==> src/rtl/fwd_operand_stage_if.sv <==
`default_nettype none
// ============================================================================
// Module   : fwd_operand_stage_if
// Purpose  : ID-stage operand request, forwarding sources, and EX-stage
//            operand register outputs for fwd_operand_stage.
// Revision : 1.0  initial release
// ============================================================================
interface fwd_operand_stage_if #(
    parameter int XLEN    = 32,
    parameter int REG_AW  = 5,
    parameter int NUM_FWD = 2,
    parameter int SEL_W   = $clog2(NUM_FWD + 1),
    parameter int CNT_W   = 16
);
    // ID-stage request
    logic                      id_valid;
    logic [REG_AW-1:0]         rs1_addr;
    logic [REG_AW-1:0]         rs2_addr;
    logic [XLEN-1:0]           rs1_rf;
    logic [XLEN-1:0]           rs2_rf;
    // In-flight producers, index 0 youngest
    logic [NUM_FWD-1:0]        fwd_valid;
    logic [NUM_FWD*REG_AW-1:0] fwd_rd;
    logic [NUM_FWD*XLEN-1:0]   fwd_data;
    logic [NUM_FWD-1:0]        fwd_pending;
    // Pipeline control
    logic                      ex_stall;
    logic                      flush;
    logic                      id_stall;
    // EX-stage operand register
    logic                      ex_valid;
    logic [XLEN-1:0]           ex_op1;
    logic [XLEN-1:0]           ex_op2;
    logic [SEL_W-1:0]          ex_sel1;
    logic [SEL_W-1:0]          ex_sel2;
    logic [CNT_W-1:0]          fwd_count;

    // Driver side: the pipeline feeding ID and observing EX
    modport master (
        output id_valid, rs1_addr, rs2_addr, rs1_rf, rs2_rf,
        output fwd_valid, fwd_rd, fwd_data, fwd_pending,
        output ex_stall, flush,
        input  id_stall, ex_valid, ex_op1, ex_op2, ex_sel1, ex_sel2, fwd_count
    );

    // Operand stage side
    modport slave (
        input  id_valid, rs1_addr, rs2_addr, rs1_rf, rs2_rf,
        input  fwd_valid, fwd_rd, fwd_data, fwd_pending,
        input  ex_stall, flush,
        output id_stall, ex_valid, ex_op1, ex_op2, ex_sel1, ex_sel2, fwd_count
    );
endinterface
`default_nettype wire

==> src/rtl/fwd_operand_stage.sv <==
`default_nettype none
// ============================================================================
// Module   : fwd_operand_stage
// Purpose  : ID/EX operand forwarding. Picks the youngest matching in-flight
//            result (or the register file) for rs1/rs2, detects load-use
//            hazards, and registers the operand pair into EX with
//            stall/flush control and a saturating forward-event counter.
// Revision : 1.0  initial release
// ============================================================================
module fwd_operand_stage #(
    parameter int XLEN    = 32,
    parameter int REG_AW  = 5,
    parameter int NUM_FWD = 2,
    parameter int SEL_W   = $clog2(NUM_FWD + 1),
    parameter int CNT_W   = 16
) (
    input  wire                  clk,
    input  wire                  rst,
    fwd_operand_stage_if.slave   bus
);

    localparam logic [CNT_W-1:0] c_cnt_max = '1;

    logic [NUM_FWD-1:0] w_m1;
    logic [NUM_FWD-1:0] w_m2;
    logic [XLEN-1:0]    w_op1;
    logic [XLEN-1:0]    w_op2;
    logic [SEL_W-1:0]   w_sel1;
    logic [SEL_W-1:0]   w_sel2;
    logic               w_pend1;
    logic               w_pend2;
    logic               w_hazard;
    logic [1:0]         w_inc;
    logic [CNT_W:0]     w_cnt_sum;
    logic [CNT_W-1:0]   w_cnt_next;

    logic               r_valid;
    logic [XLEN-1:0]    r_op1;
    logic [XLEN-1:0]    r_op2;
    logic [SEL_W-1:0]   r_sel1;
    logic [SEL_W-1:0]   r_sel2;
    logic [CNT_W-1:0]   r_cnt;

    // Per-source address compare; x0 never matches so it always reads as 0
    genvar gi;
    generate
        for (gi = 0; gi < NUM_FWD; gi++) begin : g_match
            assign w_m1[gi] = bus.fwd_valid[gi]
                           && (bus.fwd_rd[gi*REG_AW +: REG_AW] == bus.rs1_addr)
                           && (bus.rs1_addr != '0);
            assign w_m2[gi] = bus.fwd_valid[gi]
                           && (bus.fwd_rd[gi*REG_AW +: REG_AW] == bus.rs2_addr)
                           && (bus.rs2_addr != '0);
        end
    endgenerate

    // Priority select: scan oldest to youngest so the lowest index wins
    always_comb begin
        w_op1   = bus.rs1_rf;
        w_op2   = bus.rs2_rf;
        w_sel1  = '0;
        w_sel2  = '0;
        w_pend1 = 1'b0;
        w_pend2 = 1'b0;
        for (int i = NUM_FWD - 1; i >= 0; i--) begin
            if (w_m1[i]) begin
                w_op1   = bus.fwd_data[i*XLEN +: XLEN];
                w_sel1  = SEL_W'(i + 1);
                w_pend1 = bus.fwd_pending[i];
            end
            if (w_m2[i]) begin
                w_op2   = bus.fwd_data[i*XLEN +: XLEN];
                w_sel2  = SEL_W'(i + 1);
                w_pend2 = bus.fwd_pending[i];
            end
        end
        if (bus.rs1_addr == '0) begin
            w_op1 = '0;
        end
        if (bus.rs2_addr == '0) begin
            w_op2 = '0;
        end
    end

    // Only a pending winner stalls; a pending older source hidden by a
    // younger ready match is harmless
    assign w_hazard     = bus.id_valid && (w_pend1 || w_pend2);
    assign bus.id_stall = w_hazard || bus.ex_stall;

    // Saturating add of the number of forwarded operands this cycle
    assign w_inc      = {1'b0, (w_sel1 != '0)} + {1'b0, (w_sel2 != '0)};
    assign w_cnt_sum  = {1'b0, r_cnt} + (CNT_W + 1)'(w_inc);
    assign w_cnt_next = (w_cnt_sum > {1'b0, c_cnt_max}) ? c_cnt_max
                                                        : w_cnt_sum[CNT_W-1:0];

    // EX operand register: reset > flush > hold > bubble > capture
    always_ff @(posedge clk) begin
        if (rst) begin
            r_valid <= 1'b0;
            r_op1   <= '0;
            r_op2   <= '0;
            r_sel1  <= '0;
            r_sel2  <= '0;
            r_cnt   <= '0;
        end else if (bus.flush) begin
            r_valid <= 1'b0;
            r_op1   <= '0;
            r_op2   <= '0;
            r_sel1  <= '0;
            r_sel2  <= '0;
        end else if (bus.ex_stall) begin
            r_valid <= r_valid;
        end else if (w_hazard) begin
            r_valid <= 1'b0;
        end else begin
            r_valid <= bus.id_valid;
            r_op1   <= w_op1;
            r_op2   <= w_op2;
            r_sel1  <= w_sel1;
            r_sel2  <= w_sel2;
            if (bus.id_valid) begin
                r_cnt <= w_cnt_next;
            end
        end
    end

    assign bus.ex_valid  = r_valid;
    assign bus.ex_op1    = r_op1;
    assign bus.ex_op2    = r_op2;
    assign bus.ex_sel1   = r_sel1;
    assign bus.ex_sel2   = r_sel2;
    assign bus.fwd_count = r_cnt;

endmodule
`default_nettype wire
==> src/flat_wrapper.sv <==
// flat-port wrapper written by rule: the top's interface ports become plain ports
module fwd_operand_stage_flat 
#(
    parameter int XLEN    = 32,
    parameter int REG_AW  = 5,
    parameter int NUM_FWD = 2,
    parameter int SEL_W   = $clog2(NUM_FWD + 1),
    parameter int CNT_W   = 16
)
  (clk, rst, bus_id_valid, bus_rs1_addr, bus_rs2_addr, bus_rs1_rf, bus_rs2_rf, bus_fwd_valid, bus_fwd_rd, bus_fwd_data, bus_fwd_pending, bus_ex_stall, bus_flush, bus_id_stall, bus_ex_valid, bus_ex_op1, bus_ex_op2, bus_ex_sel1, bus_ex_sel2, bus_fwd_count);
  fwd_operand_stage_if #(.XLEN(XLEN), .REG_AW(REG_AW), .NUM_FWD(NUM_FWD), .SEL_W(SEL_W), .CNT_W(CNT_W)) bus_i ();
  input  wire clk;
  input  wire rst;
  input wire logic [$bits(bus_i.id_valid)-1:0] bus_id_valid;
  input wire logic [$bits(bus_i.rs1_addr)-1:0] bus_rs1_addr;
  input wire logic [$bits(bus_i.rs2_addr)-1:0] bus_rs2_addr;
  input wire logic [$bits(bus_i.rs1_rf)-1:0] bus_rs1_rf;
  input wire logic [$bits(bus_i.rs2_rf)-1:0] bus_rs2_rf;
  input wire logic [$bits(bus_i.fwd_valid)-1:0] bus_fwd_valid;
  input wire logic [$bits(bus_i.fwd_rd)-1:0] bus_fwd_rd;
  input wire logic [$bits(bus_i.fwd_data)-1:0] bus_fwd_data;
  input wire logic [$bits(bus_i.fwd_pending)-1:0] bus_fwd_pending;
  input wire logic [$bits(bus_i.ex_stall)-1:0] bus_ex_stall;
  input wire logic [$bits(bus_i.flush)-1:0] bus_flush;
  output wire logic [$bits(bus_i.id_stall)-1:0] bus_id_stall;
  output wire logic [$bits(bus_i.ex_valid)-1:0] bus_ex_valid;
  output wire logic [$bits(bus_i.ex_op1)-1:0] bus_ex_op1;
  output wire logic [$bits(bus_i.ex_op2)-1:0] bus_ex_op2;
  output wire logic [$bits(bus_i.ex_sel1)-1:0] bus_ex_sel1;
  output wire logic [$bits(bus_i.ex_sel2)-1:0] bus_ex_sel2;
  output wire logic [$bits(bus_i.fwd_count)-1:0] bus_fwd_count;
  assign bus_i.id_valid = bus_id_valid;
  assign bus_i.rs1_addr = bus_rs1_addr;
  assign bus_i.rs2_addr = bus_rs2_addr;
  assign bus_i.rs1_rf = bus_rs1_rf;
  assign bus_i.rs2_rf = bus_rs2_rf;
  assign bus_i.fwd_valid = bus_fwd_valid;
  assign bus_i.fwd_rd = bus_fwd_rd;
  assign bus_i.fwd_data = bus_fwd_data;
  assign bus_i.fwd_pending = bus_fwd_pending;
  assign bus_i.ex_stall = bus_ex_stall;
  assign bus_i.flush = bus_flush;
  assign bus_id_stall = bus_i.id_stall;
  assign bus_ex_valid = bus_i.ex_valid;
  assign bus_ex_op1 = bus_i.ex_op1;
  assign bus_ex_op2 = bus_i.ex_op2;
  assign bus_ex_sel1 = bus_i.ex_sel1;
  assign bus_ex_sel2 = bus_i.ex_sel2;
  assign bus_fwd_count = bus_i.fwd_count;
  fwd_operand_stage #(.XLEN(XLEN), .REG_AW(REG_AW), .NUM_FWD(NUM_FWD), .SEL_W(SEL_W), .CNT_W(CNT_W)) u_core (.clk(clk), .rst(rst), .bus(bus_i));
endmodule
==> config.mk <==
export PLATFORM = sky130hd
export DESIGN_NAME = fwd_operand_stage_flat
export DESIGN_NICKNAME = d
export VERILOG_FILES = /design/src/rtl/fwd_operand_stage_if.sv /design/src/rtl/fwd_operand_stage.sv /design/src/flat_wrapper.sv
export SDC_FILE = /design/constraint.sdc
export NUM_CORES = 1
export LEC_CHECK = 0
export ABC_CLOCK_PERIOD_IN_PS = 10800
export BUFFER_PORTS_ARGS = -buffer_cell sky130_fd_sc_hd__clkbuf_2
export CORE_ASPECT_RATIO = 0.5
export CORE_MARGIN = 2
export CORE_UTILIZATION = 49
export DETAILED_ROUTE_END_ITERATION = 8
export GPL_TIMING_DRIVEN = 0
export PLACE_DENSITY = 0.86
export SKIP_CTS_REPAIR_TIMING = 1
export SLEW_MARGIN = 20
export SYNTH_ARGS = -nofsm -noshare
export SYNTH_HDL_FRONTEND = slang
export SYNTH_SLANG_ARGS = --single-unit
==> constraint.sdc <==
create_clock -name clk -period 10.8 [get_ports clk]
set_clock_uncertainty 0.1 [all_clocks]
set_input_delay 0.54 -clock clk [delete_from_list [all_inputs] [get_ports clk]]
set_output_delay 0.54 -clock clk [all_outputs]
set_load 0.005 [all_outputs]
# Word-level counts from Yosys, hierarchy flattened
# Index checks and enable logic that the tools add are counted.
# totals
register_bits,85
elab_cells,52
# classes
addsub,2
n_lt_le_gt_ge,1
n_eq_ne,4
mux,16
bitwise_logic,3
reduce_logical,20
# op_table
op,n
2-to-1 mux 32 bit,6
== test 5 bit,4
adder 16 x 2 -> 17 bit,1
> comparator 17 x 16 -> 1 bit (second input constant),1
2-to-1 mux 16 bit,1
logical NOT 5 bit,2
nonzero test 5 bit,2
logical AND 1 bit,9
2-to-1 mux 2 bit,4
2-to-1 mux 1 bit,5
AND reduction 4 bit,1
nonzero test 2 bit,2
inverter 1 bit,3
adder 1 x 1 -> 2 bit,1
logical OR 1 bit,2
AND reduction 2 bit,1
OR reduction 2 bit,1

# Longest topological paths before layout
# logic_depth
ltp_word,10
mapped_depth,18
mapped_depth_nobuf,13

# Least setup slack after synthesis
# Ideal clock, no wire load.
# synth_path
path_kind,input -> register
start,in bus_rs1_addr[1]
end,reg u_core.r_cnt[5] (netlist: u_core.bus.fwd_count[5])
arrival_time_ps,3980
required_ps,10566
setup_slack_ps,6586
stages,17
path_buffers,5
cell_sequence,or4_1 > nor2_2 > or4_1 > clkbuf_1 > clkbuf_1 > buf_1 > nand2b_1 > fa_1 > ha_1 > nand3_1 > nor2_1 > and3_1 > clkbuf_1 > nand3_1 > clkbuf_1 > and3_1 > a311oi_1
# synth_via
elab_chain_cells,10
word_cells_on_any_way,20
# synth_lines
item,line,text
start: declaration,flat_wrapper.sv:15,input wire logic [$bits(bus_i.rs1_addr)-1:0] bus_rs1_addr;
== test 5 bit,fwd_operand_stage.sv:49,&& (bus.fwd_rd[gi*REG_AW +: REG_AW] == bus.rs1_addr)
logical AND 1 bit,fwd_operand_stage.sv:49,
logical AND 1 bit,fwd_operand_stage.sv:50,&& (bus.rs1_addr != '0);
2-to-1 mux 2 bit (2 in series),fwd_operand_stage.sv:66,if (w_m1[i]) begin
nonzero test 2 bit,fwd_operand_stage.sv:91,"assign w_inc = {1'b0, (w_sel1 != '0)} + {1'b0, (w_sel2 != '0)};"
adder 1 x 1 -> 2 bit,fwd_operand_stage.sv:91,
adder 16 x 2 -> 17 bit,fwd_operand_stage.sv:92,"assign w_cnt_sum = {1'b0, r_cnt} + (CNT_W + 1)'(w_inc);"
> comparator 17 x 16 -> 1 bit,fwd_operand_stage.sv:93,"assign w_cnt_next = (w_cnt_sum > {1'b0, c_cnt_max}) ? c_cnt_max"
2-to-1 mux 16 bit,fwd_operand_stage.sv:93,
end signal: assignment,fwd_operand_stage.sv:122,r_cnt <= w_cnt_next;
end: declaration,fwd_operand_stage.sv:42,logic [CNT_W-1:0] r_cnt;
# Parallel ways exist; a longest one is shown, timed or not.
# A chain may end at the register's enable or synchronous reset.

# Worst setup path after layout
# Ends and elaborated chain as after synthesis.

==> impl_metrics.env <==
export IMPL_nets=934
export IMPL_ys_ff_latch=85
export IMPL_grt_pass1_vias=5018
export IMPL_syn_area_sq_um=4600
export IMPL_tritoncts="yes"
export IMPL_power_share_clock=0.427
export IMPL_root_buffer="clkbuf_16"
export IMPL_yosysSeqAreaShare=0.370
export IMPL_ant_nets=0
export IMPL_cp_num_buf_inv=6
export IMPL_synth_top_area_share=0.370
export IMPL_clk_pin_slew_ps=60
export IMPL_drc=0
export IMPL_routabilityCongestion=0.892
export IMPL_pin_count=243
export IMPL_met3_length_mm=1.11
export IMPL_p_leak_nw=2.78
export IMPL_insertedDiodeCount=0
export IMPL_die_h_um=72.5
export IMPL_fin_crit_sh=0.453
export IMPL_yosys_warnings=0
export IMPL_crit_path_end_kind="flip-flop"
export IMPL_yosys_top_cells_area="dfxtp_1, mux2i_1, a22o_1"
export IMPL_io_buffers=241
export IMPL_htree_levels=3
export IMPL_syn_to_final_growth_pct=36.2
export IMPL_fillers=738
export IMPL_grt_max_degree=15
export IMPL_synth_enable_flop_cells=0
export IMPL_cp_start_kind="primary input"
export IMPL_grt_overflow=0
export IMPL_hpwl_mm=11.6
export IMPL_crit_arrival_ps=4990
export IMPL_syn_nets=682
export IMPL_drive_above_1_share=0.357
export IMPL_worst_setup_path_type="primary input to flip-flop"
export IMPL_die_w_um=141
export IMPL_multiInputGateArea_sq_um=2690
export IMPL_met2_length_mm=7.58
export IMPL_tightestPinTransition_ps=800
export IMPL_power_switching_uw=184
export IMPL_hold_viol_final=0
export IMPL_grt_use_total=0.296
export IMPL_combPwrFrac=0.142
export IMPL_finalSetupTns_ps=0
export IMPL_maxCapViolCount=0
export IMPL_critPathMaxStageDelay_ps=540
export IMPL_start_util=0.516
export IMPL_clock_path_buffers=2
export IMPL_cp_required_ps=10900
export IMPL_async_flop_share=0
export IMPL_crit_cells=18
export IMPL_max_freq_mhz=205
export IMPL_ff_latch_area_sq_um=1700
export IMPL_hold_depth=2
export IMPL_antenna_found_initial=0
export IMPL_slew_viol_final=0
export IMPL_setup_violations=0
export IMPL_highest_layer="met4"
export IMPL_numCtsBuffers=9
export IMPL_cpMostUsedCell="clkbuf_1"
export IMPL_crit_fanout=10
export IMPL_synth_cell_type_count=45
export IMPL_insertion_delay_ps=330
export IMPL_grt_pass1_wl_mm=24.1
export IMPL_routed_wl_mm=15.3
export IMPL_vias=5149
export IMPL_reg2reg_depth=9
export IMPL_wire_per_inst_um=17.1
export IMPL_synth_top_area_cell="dfxtp_1"
export IMPL_dieArea_sq_um=10200
export IMPL_sw_frac_of_total=0.242
export IMPL_p_per_area_nw_per_um2=121
export IMPL_irDropWorstVdd_mv=0.0940
export IMPL_cts_sinks=85
export IMPL_rsz0062_at_grt="no"
export IMPL_synthCells=523
export IMPL_internal_power_uw=577
export IMPL_period_needed_ps=4890
export IMPL_fp_coreArea_sq_um=8920
export IMPL_placementRows=24
export IMPL_status="complete, no violations"
export IMPL_timing_hold_ws_ps=353
export IMPL_crit_family="buffers and inverters"
export IMPL_seqPwrFrac=0.431
export IMPL_ys_flop_type="dfxtp_1"
export IMPL_syn_avg_cell_area_sq_um=8.79
export IMPL_slowest_stage="or4_1"
export IMPL_max_slew_margin=0.466
export IMPL_wl_met1_mm=6.25
export IMPL_total_power_uw=761
export IMPL_drt_pass1_iterations=5
export IMPL_crit_chain="clkbuf_2, or4_1, nor2_2, or4_1, clkbuf_1, clkbuf_1, buf_1, nand2b_1, fa_1, ha_1, nand3_1, nor2_1, and3_1, clkbuf_1, nand3_1, clkbuf_1, and3_1, a311oi_1"
export IMPL_vias_per_cell=5.75
export IMPL_min_path_type="flip-flop to flip-flop"
export IMPL_drtIter0Drc=269
[layer usage]
| layer | global-route usage | vias to the layer above |
|---|---|---|
| li1 | - | 2443 |
| met1 | 0.350 | 2401 |
| met2 | 0.543 | 267 |
| met3 | 0.0647 | 38 |
| met4 | 0.104 | 0 |
| met5 | 0 | - |
[path summary, 6_finish.rpt]
check	from	end	slack [ps]
min reg2reg	u_core.bus.ex_valid$_SDFFE_PP0N_	u_core.bus.ex_valid$_SDFFE_PP0N_	350
max reg2reg	u_core.bus.fwd_count[0]$_SDFFE_PP0P_	u_core.bus.fwd_count[7]$_SDFFE_PP0P_	8060
max	bus_rs1_addr[1]	u_core.bus.fwd_count[5]$_SDFFE_PP0P_	5910
min	u_core.bus.ex_valid$_SDFFE_PP0N_	u_core.bus.ex_valid$_SDFFE_PP0N_	350
[flip-flops by register name (all words and copies together), names as in the netlist]
register,count
u_core.bus.ex_op1,32
u_core.bus.ex_op2,32
u_core.bus.ex_sel1,2
u_core.bus.ex_sel2,2
u_core.bus.ex_valid,1
u_core.bus.fwd_count,16
[cell type report]
type / instances / area share
multi-input combinational: 392 / 0.430
sequential: 85 / 0.272
timing repair buffer: 241 / 0.193
clock buffer: 9 / 0.0360
buffer: 43 / 0.0310
tap: 117 / 0.0234
clock inverter: 6 / 0.0138
inverter: 3 / 0.00180
[worst reg2reg max path, stage by stage (launching register included)]
cell	delay (ps)
dfxtp_1	400
fa_1	260
ha_1	220
nand3_1	110
nor2_1	190
and3_1	190
clkbuf_1	240
nor3b_1	480
nor2b_1	160
a311oi_1	300
[Yosys cell counts (2+ instances only)]
| library cell | n |
|---|---|
| nor2_1 | 39 |
| and2_1 | 4 |
| a22o_1 | 64 |
| or4_1 | 3 |
| nand3_1 | 8 |
| and4_1 | 2 |
| a31oi_1 | 5 |
| nand2_1 | 49 |
| a311oi_1 | 7 |
| xnor2_1 | 14 |
| nor3_4 | 2 |
| dfxtp_1 | 85 |
| xor2_1 | 6 |
| nand2b_1 | 6 |
| buf_2 | 5 |
| nand4_1 | 5 |
| buf_4 | 7 |
| o21ai_0 | 34 |
| inv_1 | 2 |
| clkbuf_1 | 25 |
| and3_1 | 7 |
| buf_1 | 6 |
| a211oi_1 | 2 |
| nor4_1 | 2 |
| nor3_1 | 5 |
| a21oi_1 | 46 |
| nor2b_1 | 2 |
| mux2i_1 | 64 |
[power by group through the flow]
| stage | logic (mW) | registers [mW] | clock network, mW |
|---|---|---|---|
| finish | 0.108 | 0.328 | 0.325 |
| global route | 0.117 | 0.329 | 0.342 |
| CTS | 0.106 | 0.328 | 0.327 |
| detailed placement | 0.106 | 0.334 | 0 |
| global placement | 0.104 | 0.334 | 0 |
| floorplan | 0.0484 | 0.335 | 0 |
[through the flow]
stage / worst slack [ps] / utilization / std cells / cell area, sq um
2_1_floorplan: 6590 / - / 523 / 4600
3_3_place_gp: 5660 / 0.667 / 881 / 5950
3_5_place_dp: 5650 / 0.667 / 881 / 5950
4_1_cts: 5930 / 0.702 / 896 / 6260
5_1_grt: 5550 / 0.702 / 896 / 6260
6_report: 5910 / 0.702 / 896 / 6260
[logic make-up (layout without fill, tap and decap cells)]
kind of cell	Yosys count	in the layout	synth area share
compound gates	164	164	0.249
xor+xnor	20	20	0.0381
fa+ha+maj	2	2	0.00707
buf+inv	46	302	0.0446
flops	85	85	0.370
mux	65	65	0.142
simple gates	141	141	0.149
[cell usage in the layout (no fill, tap or decap), drive strengths merged, types with 2 or more instances in the layout]
cell / netlist / layout
nand2: 49 / 49
a31oi: 5 / 5
or4: 3 / 3
buf: 18 / 18
nand2b: 6 / 6
dfxtp: 85 / 85
o21ai: 34 / 34
a211oi: 2 / 2
a22o: 65 / 65
nor2b: 2 / 2
mux2i: 64 / 64
clkbuf: 25 / 275
nor3: 7 / 7
nor2: 41 / 41
a221oi: 2 / 2
and2: 4 / 4
inv: 3 / 4
a311oi: 8 / 8
xor2: 6 / 6
and3: 7 / 7
nand3: 8 / 8
nand4: 5 / 5
nor4: 2 / 2
bufinv: 0 / 2
and4: 2 / 2
clkinv: 0 / 2
a21oi: 46 / 46
xnor2: 14 / 14
No activity file was read; power rests on OpenSTA's default activity.
